**config.mk**
```make
export PLATFORM = sky130hd
export DESIGN_NAME = matrix_scan_driver_flat
export DESIGN_NICKNAME = d
export VERILOG_FILES = /design/src/rtl/matrix_scan_driver_if.sv /design/src/rtl/matrix_scan_driver.sv /design/src/flat_wrapper.sv
export SDC_FILE = /design/constraint.sdc
export NUM_CORES = 1
export LEC_CHECK = 0
export CAP_MARGIN = 20
export CORE_ASPECT_RATIO = 0.8
export CORE_MARGIN = 3
export CORE_UTILIZATION = 51
export DETAILED_ROUTE_END_ITERATION = 12
export GPL_ROUTABILITY_DRIVEN = 1
export MAX_ROUTING_LAYER = met4
export PLACE_DENSITY = 0.77
export SLEW_MARGIN = 0
export SYNTH_ARGS = -nofsm -noshare
export SYNTH_HDL_FRONTEND = slang
export SYNTH_SLANG_ARGS = --single-unit
```
**constraint.sdc**
```tcl
create_clock -name clk -period 2.1 [get_ports clk]
set_input_delay 0.42 -clock clk [delete_from_list [all_inputs] [get_ports clk]]
set_output_delay 0.42 -clock clk [all_outputs]
set_load 0.005 [all_outputs]
```
**src/rtl/matrix_scan_driver_if.sv**
```systemverilog
// rtl/matrix_scan_driver_if.sv - frame-store read port and LED panel signal bundle
//
// Purpose: groups the frame-store read port (read_addr/pixel_data) and the LED
//   panel drive lines of matrix_scan_driver into one interface.
// Optional: MATRIX_SCAN_TEST_PATTERN_EN adds the test_mode input.
// Signals:
//   read_addr   driver -> store  pixel address being fetched
//   pixel_data  store  -> driver RGB332 pixel at read_addr, same cycle
//   test_mode   tb/sys -> driver (optional) sample read_addr as the pixel
//   r/g/b_sdo   driver -> panel  serial column data
//   sclk        driver -> panel  shift clock, data stable on its rising edge
//   latch       driver -> panel  1-clk transfer pulse
//   oe_n        driver -> panel  column output enable, active-low
//   row_addr    driver -> panel  binary row currently displayed
//   frame_start driver -> system 1-clk pulse at row 0 / slot 0 shift start
interface matrix_scan_driver_if #(
  parameter int ADDR_WIDTH  = 8,
  parameter int COLOR_DEPTH = 8,
  parameter int ROW_WIDTH   = 4
);
  logic [ADDR_WIDTH-1:0]  read_addr;
  logic [COLOR_DEPTH-1:0] pixel_data;
  logic                   r_sdo;
  logic                   g_sdo;
  logic                   b_sdo;
  logic                   sclk;
  logic                   latch;
  logic                   oe_n;
  logic [ROW_WIDTH-1:0]   row_addr;
  logic                   frame_start;
`ifdef MATRIX_SCAN_TEST_PATTERN_EN
  logic                   test_mode;
`endif

  modport master (
    input  pixel_data,
`ifdef MATRIX_SCAN_TEST_PATTERN_EN
    input  test_mode,
`endif
    output read_addr,
    output r_sdo,
    output g_sdo,
    output b_sdo,
    output sclk,
    output latch,
    output oe_n,
    output row_addr,
    output frame_start
  );

  modport slave (
    output pixel_data,
`ifdef MATRIX_SCAN_TEST_PATTERN_EN
    output test_mode,
`endif
    input  read_addr,
    input  r_sdo,
    input  g_sdo,
    input  b_sdo,
    input  sclk,
    input  latch,
    input  oe_n,
    input  row_addr,
    input  frame_start
  );
endinterface

```
**src/rtl/matrix_scan_driver.sv**
```systemverilog
// rtl/matrix_scan_driver.sv - 1/16-duty LED matrix scanner with 7-slot PWM
//
// Purpose: reads RGB332 pixels from a combinational frame store and scans a
//   MATRIX_SIZE x MATRIX_SIZE LED matrix one row at a time. Each row is shown
//   for 7 PWM slots; per slot the row's columns are shifted out (col 15 first)
//   on three serial lines, latched, then displayed for ON_CYCLES clocks.
// Optional: MATRIX_SCAN_TEST_PATTERN_EN adds bus.test_mode; when 1 the sampled
//   pixel is read_addr itself instead of pixel_data.
// Ports:
//   clk    system clock
//   rst_n  asynchronous reset, active-low
//   bus    matrix_scan_driver_if.master: read_addr/pixel_data store port,
//          r/g/b_sdo, sclk, latch, oe_n, row_addr, frame_start panel outputs
module matrix_scan_driver #(
  parameter int MATRIX_SIZE = 16,
  parameter int ADDR_WIDTH  = 8,
  parameter int COLOR_DEPTH = 8,
  parameter int SCLK_DIV    = 1,
  parameter int ON_CYCLES   = 32
) (
  input  logic                 clk,
  input  logic                 rst_n,
  matrix_scan_driver_if.master bus
);
  localparam int COL_W = $clog2(MATRIX_SIZE);
  localparam int ROW_W = COL_W;
  localparam int DIV_W = (SCLK_DIV > 1) ? $clog2(SCLK_DIV) : 1;
  localparam int ON_W  = (ON_CYCLES > 1) ? $clog2(ON_CYCLES) : 1;

  localparam logic [COL_W-1:0] LAST_COL  = COL_W'(MATRIX_SIZE - 1);
  localparam logic [DIV_W-1:0] DIV_LAST  = DIV_W'(SCLK_DIV - 1);
  localparam logic [ON_W-1:0]  ON_LAST   = ON_W'(ON_CYCLES - 1);
  localparam logic [2:0]       LAST_SLOT = 3'd6;

  typedef enum logic [1:0] {S_IDLE, S_SHIFT, S_LATCH, S_DISPLAY} state_t;

  state_t                  state;
  logic                    idle_armed;
  logic [COL_W-1:0]        col;
  logic [ROW_W-1:0]        shift_row;
  logic [2:0]              slot;
  logic [DIV_W-1:0]        div_cnt;
  logic                    high_phase;
  logic [ON_W-1:0]         on_cnt;

  logic [ADDR_WIDTH-1:0]   read_addr_q;
  logic [2:0]              rgb_q;
  logic                    sclk_q;
  logic                    latch_q;
  logic                    oe_n_q;
  logic [ROW_W-1:0]        row_addr_q;
  logic                    frame_start_q;

  logic [COLOR_DEPTH-1:0]  sample_pix;
  logic                    slot_wrap;
  logic [2:0]              nxt_slot;
  logic [ROW_W-1:0]        nxt_row;

`ifdef MATRIX_SCAN_TEST_PATTERN_EN
  assign sample_pix = bus.test_mode ? COLOR_DEPTH'(read_addr_q) : bus.pixel_data;
`else
  assign sample_pix = bus.pixel_data;
`endif

  // Row/slot that the next SHIFT phase will use.
  assign slot_wrap = (slot == LAST_SLOT);
  assign nxt_slot  = slot_wrap ? 3'd0 : slot + 3'd1;
  assign nxt_row   = slot_wrap ? shift_row + ROW_W'(1) : shift_row;

  // PWM compare; blue is widened to 3 bits by repeating its MSB.
  function automatic logic [2:0] pwm_bits(input logic [COLOR_DEPTH-1:0] pix,
                                          input logic [2:0] p);
    logic [2:0] b3;
    b3 = {pix[1], pix[0], pix[1]};
    return {pix[7:5] > p, pix[4:2] > p, b3 > p};
  endfunction

  // read_addr runs one column ahead: the pixel for column c is presented in
  // the cycle before column c's low phase, so sdo is registered on the same
  // edge that drops sclk and has a full low phase of setup before it rises.
  always_ff @(posedge clk or negedge rst_n) begin
    if (!rst_n) begin
      state         <= S_IDLE;
      idle_armed    <= 1'b0;
      col           <= LAST_COL;
      shift_row     <= '0;
      slot          <= 3'd0;
      div_cnt       <= '0;
      high_phase    <= 1'b0;
      on_cnt        <= '0;
      read_addr_q   <= '0;
      rgb_q         <= 3'b000;
      sclk_q        <= 1'b0;
      latch_q       <= 1'b0;
      oe_n_q        <= 1'b1;
      row_addr_q    <= '0;
      frame_start_q <= 1'b0;
    end else begin
      latch_q       <= 1'b0;
      frame_start_q <= 1'b0;
      case (state)
        S_IDLE: begin
          oe_n_q <= 1'b1;
          if (!idle_armed) begin
            idle_armed  <= 1'b1;
            read_addr_q <= {shift_row, LAST_COL};
          end else begin
            state         <= S_SHIFT;
            col           <= LAST_COL;
            div_cnt       <= '0;
            high_phase    <= 1'b0;
            sclk_q        <= 1'b0;
            rgb_q         <= pwm_bits(sample_pix, slot);
            read_addr_q   <= {shift_row, LAST_COL - COL_W'(1)};
            frame_start_q <= 1'b1;
          end
        end

        S_SHIFT: begin
          if (div_cnt != DIV_LAST) begin
            div_cnt <= div_cnt + DIV_W'(1);
          end else begin
            div_cnt <= '0;
            if (!high_phase) begin
              high_phase <= 1'b1;
              sclk_q     <= 1'b1;
            end else if (col == '0) begin
              high_phase <= 1'b0;
              sclk_q     <= 1'b0;
              state      <= S_LATCH;
              latch_q    <= 1'b1;
              row_addr_q <= shift_row;
            end else begin
              col         <= col - COL_W'(1);
              high_phase  <= 1'b0;
              sclk_q      <= 1'b0;
              rgb_q       <= pwm_bits(sample_pix, slot);
              read_addr_q <= {shift_row, col - COL_W'(2)};
            end
          end
        end

        S_LATCH: begin
          state       <= S_DISPLAY;
          oe_n_q      <= 1'b0;
          on_cnt      <= '0;
          read_addr_q <= {nxt_row, LAST_COL};
        end

        S_DISPLAY: begin
          if (on_cnt == ON_LAST) begin
            oe_n_q        <= 1'b1;
            slot          <= nxt_slot;
            shift_row     <= nxt_row;
            state         <= S_SHIFT;
            col           <= LAST_COL;
            div_cnt       <= '0;
            high_phase    <= 1'b0;
            rgb_q         <= pwm_bits(sample_pix, nxt_slot);
            read_addr_q   <= {nxt_row, LAST_COL - COL_W'(1)};
            frame_start_q <= (nxt_slot == 3'd0) && (nxt_row == '0);
          end else begin
            on_cnt <= on_cnt + ON_W'(1);
          end
        end

        default: state <= S_IDLE;
      endcase
    end
  end

  assign bus.read_addr   = read_addr_q;
  assign bus.r_sdo       = rgb_q[2];
  assign bus.g_sdo       = rgb_q[1];
  assign bus.b_sdo       = rgb_q[0];
  assign bus.sclk        = sclk_q;
  assign bus.latch       = latch_q;
  assign bus.oe_n        = oe_n_q;
  assign bus.row_addr    = row_addr_q;
  assign bus.frame_start = frame_start_q;
endmodule
```
**src/flat_wrapper.sv**
```systemverilog
// flat-port wrapper written by rule: the top's interface ports become plain ports
module matrix_scan_driver_flat 
#(
  parameter int MATRIX_SIZE = 16,
  parameter int ADDR_WIDTH  = 8,
  parameter int COLOR_DEPTH = 8,
  parameter int SCLK_DIV    = 1,
  parameter int ON_CYCLES   = 32
)
  (clk, rst_n, bus_pixel_data, bus_read_addr, bus_r_sdo, bus_g_sdo, bus_b_sdo, bus_sclk, bus_latch, bus_oe_n, bus_row_addr, bus_frame_start);
  matrix_scan_driver_if #(.ADDR_WIDTH(ADDR_WIDTH), .COLOR_DEPTH(COLOR_DEPTH)) bus_i ();
  input  logic clk;
  input  logic rst_n;
  input wire logic [$bits(bus_i.pixel_data)-1:0] bus_pixel_data;
  output wire logic [$bits(bus_i.read_addr)-1:0] bus_read_addr;
  output wire logic [$bits(bus_i.r_sdo)-1:0] bus_r_sdo;
  output wire logic [$bits(bus_i.g_sdo)-1:0] bus_g_sdo;
  output wire logic [$bits(bus_i.b_sdo)-1:0] bus_b_sdo;
  output wire logic [$bits(bus_i.sclk)-1:0] bus_sclk;
  output wire logic [$bits(bus_i.latch)-1:0] bus_latch;
  output wire logic [$bits(bus_i.oe_n)-1:0] bus_oe_n;
  output wire logic [$bits(bus_i.row_addr)-1:0] bus_row_addr;
  output wire logic [$bits(bus_i.frame_start)-1:0] bus_frame_start;
  assign bus_i.pixel_data = bus_pixel_data;
  assign bus_read_addr = bus_i.read_addr;
  assign bus_r_sdo = bus_i.r_sdo;
  assign bus_g_sdo = bus_i.g_sdo;
  assign bus_b_sdo = bus_i.b_sdo;
  assign bus_sclk = bus_i.sclk;
  assign bus_latch = bus_i.latch;
  assign bus_oe_n = bus_i.oe_n;
  assign bus_row_addr = bus_i.row_addr;
  assign bus_frame_start = bus_i.frame_start;
  matrix_scan_driver #(.MATRIX_SIZE(MATRIX_SIZE), .ADDR_WIDTH(ADDR_WIDTH), .COLOR_DEPTH(COLOR_DEPTH), .SCLK_DIV(SCLK_DIV), .ON_CYCLES(ON_CYCLES)) u_core (.clk(clk), .rst_n(rst_n), .bus(bus_i));
endmodule
```
==> results.md, run 1 <==
- The flow ran to the end, and the final reports show no timing, DRC or antenna violations.
- The routed design could run at a clock period as short as 2050 ps.
- In this run the vertical extent of the chip is 68.2 µm.
- The hold violation count in the final report is 0.
- The post-synth net total is 290.
- The critical path class is register to register.
- The tool flagged a number of max-cap violations equal to 0.
- The cell count after synthesis came out at 251.
- The count of cells in the finished layout, fillers not included, comes to 354.
- On the worst path, the slowest cell contributes a delay of 600 ps.
- At the worst endpoint, the arrival time is 2270 ps.
- The number of antenna violations at the first check in global routing is 0.
- The portion of synthesized area spent on multiplexers is 5.44%.
- The min-delay analysis places its worst path in the category input port to async pin.
- Setup violations remaining at the end of the flow were counted as 0.
- The main flop type after synthesis is sky130_fd_sc_hd__dfrtp_1.
- In the final timing run, aggregate negative setup slack is 0 ps.
- The average size of a mapped cell is 9.81 µm².
- The floorplan core area is 4410 µm².
- The final wirelength is 5320 µm.
- Of the post-synthesis cell area, the dominant cell type holds 34.6%.
- The die covers 5700 µm².
- For this configuration, the core starts out at a cell density of 55.8%.
- STA classifies the critical path startpoint as a register.
- The number of global-route vias before repair is 1,901.
- The clock-pin transition on the worst setup and hold timing paths is 80 ps.
- After layout, the worst setup slack is 48.8 ps.
- Sorting the synthesized cells by how often they occur yields sky130_fd_sc_hd__dfrtp_1 (34), sky130_fd_sc_hd__ha_1 (29), sky130_fd_sc_hd__nor2_1 (20).
- The number of distinct standard cells referenced by the synthesized netlist is 48.
- Among all cell types in the netlist, the one instantiated most often is sky130_fd_sc_hd__dfrtp_1.
- Once placement finished, the instance area stood at 2890 µm².
- After detailed routing, the average wire length per cell comes to 15.0 µm.
- The internal portion of the total power is 1.16 mW.
- Of the total power, the share spent switching nets is 21.9%.
- The share of layout cells above drive strength 1 is 18.5%.
- Measured against its own limit, the worst slew margin works out to 67.1%.
- Walking the worst path, the cells encountered are inv_1 > ha_1 > nor3b_1 > a211oi_4 > buf_4 > nand4_1 > xnor2_1 > o41ai_1.
- The cell area after synthesis is 2460 µm².
- The maximum vdd drop is 0.567 mV.
- The proportion of synthesized chip area in sequential cells is 39.9%.
- Buffers inserted to repair hold after CTS numbered 0.
- The antenna diode count is 0.
- The maximum buffer depth of the clock tree is 2.
- The power share of the clock group is 42.6%.
- The async set or reset register ratio after synthesis is 100%.
- The die is 83.7 µm wide.
- Before antenna repair, the detailed router went through 4 iterations.
- The number of max-slew violations in the final report is 0.
- The detailed router placed 1,967 vias in this run.
- The worst hold slack after final layout is 168 ps.
- The remaining design rule violation count is 0.
- The first global-routing pass estimated 9010 µm of wire.
- The cell type contributing the most total cell area after synthesis is sky130_fd_sc_hd__dfrtp_1.
- Dividing the detail-routed via count by the number of cells gives 5.56.
- The number of H-tree levels is 2.
- The count of port buffers added during placement is 28.
- The simple-gate share of the synthesized area is 15.7%.
- The share of the synthesized netlist area taken by xor and xnor gates is 3.56%.
- The later pin in the worst-skew pair is clocked with a latency of 300 ps.
- Buffers inserted during clock tree synthesis total 5.
- The actual slew at the worst max-slew pin is 493 ps.
- The post-synthesis register bit count is 39.
- The slowest cell on the critical path is sky130_fd_sc_hd__dfstp_2.
- During synthesis, Yosys emitted a total of 0 warnings.
- The sequential power share is 51.2%.
- The portion of the clock cycle consumed by the worst path in the final layout is 97.7%.
- Of the total synthesized cell area, the portion taken by full adders, half adders and majority gates is 14.7%.
- For this design the total switching power over the nets is 0.325 mW.
- Clock tree synthesis found a total of 39 sinks.
- The highest achievable clock rate is 488 MHz.
- At the end of routability-driven placement, the weighted congestion stood at 0.849.
- The biggest fanout along the worst timing path is 10.
- By area, the combinational part of the netlist is dominated by compound AO/OA/AOI/OAI gates.
- Compared with the post-synthesis result, the final layout area differs by 23.7%.
- The cell count after placement is 344.
- The element type at the critical path end is a register.
- The number of enable-type register cells in the synthesized netlist is 0.
- The first-iteration detailed-routing DRC count is 101.
- Before CTS, the worst setup slack after placement is 30.8 ps.
- The leakage component of the power is 1.34 nW.
- The area fraction in compound gates after synthesis is 15.8%.
- The required time of the worst setup path is 2320 ps.
- Global routing used 20.7% of the available tracks across all layers.
- After legalization and detailed placement, the total HPWL measured 3880 µm.
- The cell area after layout is 3050 µm².
- Setup repair after global routing could not meet its margin everywhere.
- The net count of the finished layout is 335.
- In this run the clock root is driven by a sky130_fd_sc_hd__clkbuf_8.
- In this run the power density over the cells is 487 nW/µm².
- For the final database, setup skew stands at 8.61 ps.
- The global-route congestion overflow total is 0.
- Sorting the synthesized cells by area gives the leading types as sky130_fd_sc_hd__dfrtp_1 (35%), sky130_fd_sc_hd__ha_1 (15%), sky130_fd_sc_hd__dfstp_2 (5.3%).
- The logic gate share of total power is 6.2%.
- For this design the top-level I/O count stands at 29.
- The floorplan has 21 rows.
- The residual antenna-violating net count after detailed routing is 0.
- TritonCTS built the clock tree.
- Entering global routing, the biggest net connects 40 pins.
==> cells by family after synthesis <==
| logic type | after synthesis |
|---|---|
| adders and majority gates | 29 |
| buffers and inverters | 27 |
| and+or+nand+nor | 74 |
| AOI/OAI and AO/OA | 60 |
| DFF | 39 |
| xor gates and xnor gates | 10 |
| muxes | 12 |
==> critical path, delay by kind of cell, from the launching register on <==
kind                     cells  cell delay [ps]
adder cells (fa/ha/maj)      1              230
buffers and inverters        2              270
AND/OR/NAND/NOR              2              320
XOR/XNOR                     1              190
flip-flops                   1              600
AO/OA/AOI/OAI                2              360
==> repair_timing <==
action | CTS | global route
resized for setup | 0 | 5
buffers inserted | 0 | 2
endpoints found under the setup margin | 0 | 14
hold endpoints to repair | 0 | 0
==> flip-flops by register name (all words and copies together) (netlist names) <==
register,flops
u_core.slot,3
u_core.state,2
u_core.idle_armed,1
u_core.on_cnt,5
u_core.bus.read_addr,8
u_core.bus.row_addr,4
u_core.bus.oe_n,1
u_core.bus.sclk,1
u_core.rgb_q,3
u_core.high_phase,1
u_core.shift_row,4
u_core.bus.latch,1
u_core.bus.frame_start,1
u_core.col,4
==> worst paths after layout <==
kind / startpoint / endpoint / slack [ps] / cells past startpoint
setup / recovery: u_core.col[0] / u_core.col[3] / 50 / 8
hold / removal: rst_n / u_core.rgb_q[1] / 170 / 2
setup reg to reg: u_core.col[0] / u_core.col[3] / 50 / 8
hold reg to reg: u_core.rgb_q[0] / u_core.rgb_q[0] / 520 / 1
max in group asynchronous: rst_n / u_core.col[0] / 1570 / 2
min in group clk: u_core.rgb_q[0] / u_core.rgb_q[0] / 520 / 1
==> metrics by stage <==
step	util, %	power [mW]
after floorplan	-	0.811
after global placement	65.5	0.863
after detailed placement	65.5	0.866
after CTS	68.0	1.49
after global routing	69.0	1.53
final	69.0	1.48
==> layout make-up <==
| type | instances | area, µm² |
|---|---|---|
| inverters | 16 | 60.1 |
| clock inverters | 2 | 37.5 |
| fillers | 336 | 1370 |
| repair buffers | 49 | 433 |
| flip-flops and latches | 39 | 982 |
| multi-input cells | 185 | 1390 |
| clock buffers | 6 | 72.6 |
| well taps | 57 | 71.3 |
==> power groups by stage <==
stage	sequential [mW]	clock, mW	combinational (mW)
3_5_place_dp	0.774	0	0.0928
2_1_floorplan	0.774	0	0.0376
4_1_cts	0.759	0.642	0.0931
6_report	0.759	0.632	0.0914
5_1_grt	0.759	0.670	0.105
3_3_place_gp	0.773	0	0.0892
==> placed cells by master, fill, tap and decap left out, types with 2 or more instances in the layout <==
| cell | instances |
|---|---|
| sky130_fd_sc_hd__dfrtp_1 | 34 |
| sky130_fd_sc_hd__ha_1 | 29 |
| sky130_fd_sc_hd__clkdlybuf4s50_1 | 27 |
| sky130_fd_sc_hd__buf_4 | 21 |
| sky130_fd_sc_hd__nor2_1 | 20 |
| sky130_fd_sc_hd__a21oi_1 | 18 |
| sky130_fd_sc_hd__inv_1 | 16 |
| sky130_fd_sc_hd__o21ai_0 | 15 |
| sky130_fd_sc_hd__mux2_2 | 11 |
| sky130_fd_sc_hd__nand3_1 | 11 |
| sky130_fd_sc_hd__nand2_1 | 10 |
| sky130_fd_sc_hd__xnor2_1 | 7 |
| sky130_fd_sc_hd__nor3_1 | 6 |
| sky130_fd_sc_hd__nor2b_1 | 6 |
| sky130_fd_sc_hd__a31oi_1 | 5 |
| sky130_fd_sc_hd__a22o_1 | 5 |
| sky130_fd_sc_hd__clkbuf_8 | 5 |
| sky130_fd_sc_hd__dfstp_2 | 5 |
| sky130_fd_sc_hd__xor2_1 | 3 |
| sky130_fd_sc_hd__o21a_1 | 3 |
| sky130_fd_sc_hd__o211ai_1 | 3 |
| sky130_fd_sc_hd__nor3b_1 | 2 |
| sky130_fd_sc_hd__nand4_1 | 2 |
| sky130_fd_sc_hd__or3_1 | 2 |
| sky130_fd_sc_hd__or2_2 | 2 |
| sky130_fd_sc_hd__o31ai_1 | 2 |
| sky130_fd_sc_hd__nand2b_1 | 2 |
==> routing by layer <==
metal  GRT usage [%]  share of wire, %  up-vias
met5               -                 0        -
met4            6.02               1.0        0
met3            3.97               3.9        5
met2            31.1                45       35
met1            28.8                50      949
li1                -                 -      978
Power figures use the tool's default switching activity.
==> run 2, diff against run 1 <==
HOLD_SLACK_MARGIN = 0.1   (was unset)
PLACE_DENSITY = unset   (was 0.77)
PLACE_DENSITY_LB_ADDON = 0.15   (was unset)
==> run 2 against run 1 <==
Fmax rose by 3.3%. Cell area fell by 0.29%. Non-clock buffer count fell by 1. Register-to-register slack improved by 70 ps. Clock power rose by 2%. Total power rose by 0.89%. First-iteration DRC count fell by 11%. Critical path type unchanged. Largest power group unchanged.
==> results.md, run 2 (synthesis gave the netlist of run 1 again) <==
- The post-route non-filler standard cell count is 353.
- Measured against its own limit, the worst slew margin works out to 67.1%.
- The post-detailed-route via-to-cell ratio is 5.53.
- For the final routed database, the setup TNS stands at 0 ps.
- The number of max-slew violations in the final report is 0.
- The first global-routing pass estimated 8600 µm of wire.
- The floorplan core area is 4410 µm².
- Along the worst path, the maximum fanout reaches 4.
- The number of buffers and inverters on the critical path is 0.
- Across the run, the number of max-cap violations was 0.
- The TritonCTS clock tree is built.
- The portion of the clock cycle consumed by the worst path in the final layout is 94.6%.
- The worst setup path is captured at a register.
- The count of standard-cell rows is 21.
- The count of port buffers added during placement is 28.
- Detailed routing inserted a total of 1,952 vias.
- The total CTS buffers is 5.
- In this run, the number of DRC markers left after iteration 0 of detailed routing was 90.
- The count of instances resized after the clock tree is built is 0.
- Once the floorplan was initialized, standard cells occupied 55.8% of the core.
- STA puts the critical path data required time at 2290 ps.
- The critical path class is register to register.
- After detailed routing, the average wire length per cell comes to 14.2 µm.
- The classification of the worst-slack hold path is input port to async pin.
- The share of layout cells above drive strength 1 is 18.6%.
- The most frequent cell on the critical path is sky130_fd_sc_hd__ha_1.
- The hold-fix buffer count after cts is 0.
- Routability-driven placement finished with a final weighted congestion of 0.850.
- The filler cells instantiated in the layout total 356.
- The flow ran to the end, and the final reports show no timing, DRC or antenna violations.
- Setup repair after global routing left no endpoint under its margin.
- The power density normalized to cell area is 493 nW/µm².
- The worst setup path is launched from a register.
- The number of antenna violations at the first check in global routing is 0.
- The pre-antenna-repair detailed-routing pass consisted of 4 iterations.
- Leaving out fill and tap cells, the most frequent cell in the layout is sky130_fd_sc_hd__dfrtp_1.
- The chip height is 68.2 µm.
- The clock root buffer is sky130_fd_sc_hd__clkbuf_8.
- The net count of the finished layout is 334.
- The end-of-flow core utilization is 68.8%.
- In the layout the commonest cells are sky130_fd_sc_hd__dfrtp_1 (34), sky130_fd_sc_hd__ha_1 (29), sky130_fd_sc_hd__clkdlybuf4s50_1 (27).
- The maximum vdd drop is 0.425 mV.
- The maximum buffer depth of the clock tree is 2.
- For this design, the sink count on the clock tree is 39.
- In the global route stage, overall resource usage came out at 19.5%.
- The floorplan step defined a die boundary enclosing 5700 µm².
- The highest achievable clock rate is 504 MHz.
- The die is 83.7 µm wide.
- Pin placement for this block handled 29 I/O pins.
- The number of antenna diodes in the final layout is 0.
- The number of global-route vias before repair is 1,899.
- Entering global routing, the biggest net connects 40 pins.
- The kind of cell with the highest combined delay along the critical path is simple AND/OR/NAND/NOR gates.
- From synthesis to final layout, the design area changed by 23.3%.
- For this design the static power due to leakage is 1.34 nW.
- After detailed routing, the number of remaining DRC violations is 0.
- The number of setup violations in the final report is 0.
- Summed over all layers, the routed wires come to 5000 µm.
- The half-perimeter wire length after detailed placement is 3740 µm.
- Traced cell by cell, the critical path runs through ha_1 > and3_1 > ha_1 > nand2_1 > or4_1 > o32ai_2.
- In this run, placement finished with an instance count of 345.
- At the pin with the least slew margin, the transition time is 493 ps.
- The residual antenna-violating net count after detailed routing is 0.
- The number of setup buffers added after CTS is 0.
- The number of H-tree levels is 2.
- The number of flip-flops under the largest register name is 8.
- The data arrival at the endpoint of the critical path is 2170 ps.
- After layout, the minimum clock period comes to 1990 ps.
- The clock arrives with 5.73 ps of skew.
- At the later pin of the worst-skew pair, clock insertion delay measures 290 ps.
- Global routing finished with a remaining overflow of 0.
- The slowest stage of the critical path belongs to the cell sky130_fd_sc_hd__or4_1.
- The delay of the slowest cell on the worst path is 450 ps.
- After clock tree synthesis, the clock-pin slew on the worst setup and hold paths is 80 ps.
- The hold violation count in the final report is 0.
- The worst register-to-register path begins at u_core.on_cnt[1].
- The launch point of the critical path is u_core.on_cnt[1].
-- run 2: cell type report --
cell class | count | area [µm²] | area share, %
Clock inverter | 2 | 35.0 | 1.15
Inverter | 16 | 60.1 | 1.98
Tap cell | 57 | 71.3 | 2.35
Multi-Input combinational cell | 185 | 1380 | 45.3
Clock buffer | 6 | 82.6 | 2.72
Sequential cell | 39 | 982 | 32.3
Timing Repair Buffer | 48 | 429 | 14.1
-- run 2: stage by stage --
step	area, µm²	total power [mW]	setup slack [ps]	hold slack, ps
after CTS	3020	1.51	77.7	179
final	3040	1.50	114	164
after floorplan	2460	0.811	71.1	124
after detailed placement	2900	0.865	61.5	483
after global placement	2900	0.862	127	484
after global routing	3040	1.57	1.98	211
-- run 2: path summary, 6_finish.rpt --
kind                       slack (ps)  cells past startpoint                endpoint
setup / recovery                  110                      6  u_core.bus.frame_start
hold / removal                    160                      2        u_core.on_cnt[2]
setup reg to reg                  110                      6  u_core.bus.frame_start
hold reg to reg                   500                      1         u_core.rgb_q[0]
max in group asynchronous        1580                      2           u_core.col[3]
min in group clk                  500                      1         u_core.rgb_q[0]
-- run 2: routing by layer --
layer  vias up  track usage (%)  part of all wire [%]
li1        978                -                     -
met1       939             26.3                    52
met2        28             29.4                    44
met3         7             4.21                   2.9
met4         0             7.23                   1.3
met5         -                -                     0
-- run 2: power breakdown --
part	switching, mW	internal (mW)
Clock	0.261	0.384
Sequential	0.00281	0.756
Combinational	0.0447	0.0465
-- run 2: worst register-to-register path, stage by stage, from the launching register on --
cell	delay, ps
sky130_fd_sc_hd__dfrtp_1	390
sky130_fd_sc_hd__ha_1	180
sky130_fd_sc_hd__and3_1	170
sky130_fd_sc_hd__ha_1	230
sky130_fd_sc_hd__nand2_1	160
sky130_fd_sc_hd__or4_1	450
sky130_fd_sc_hd__o32ai_2	310
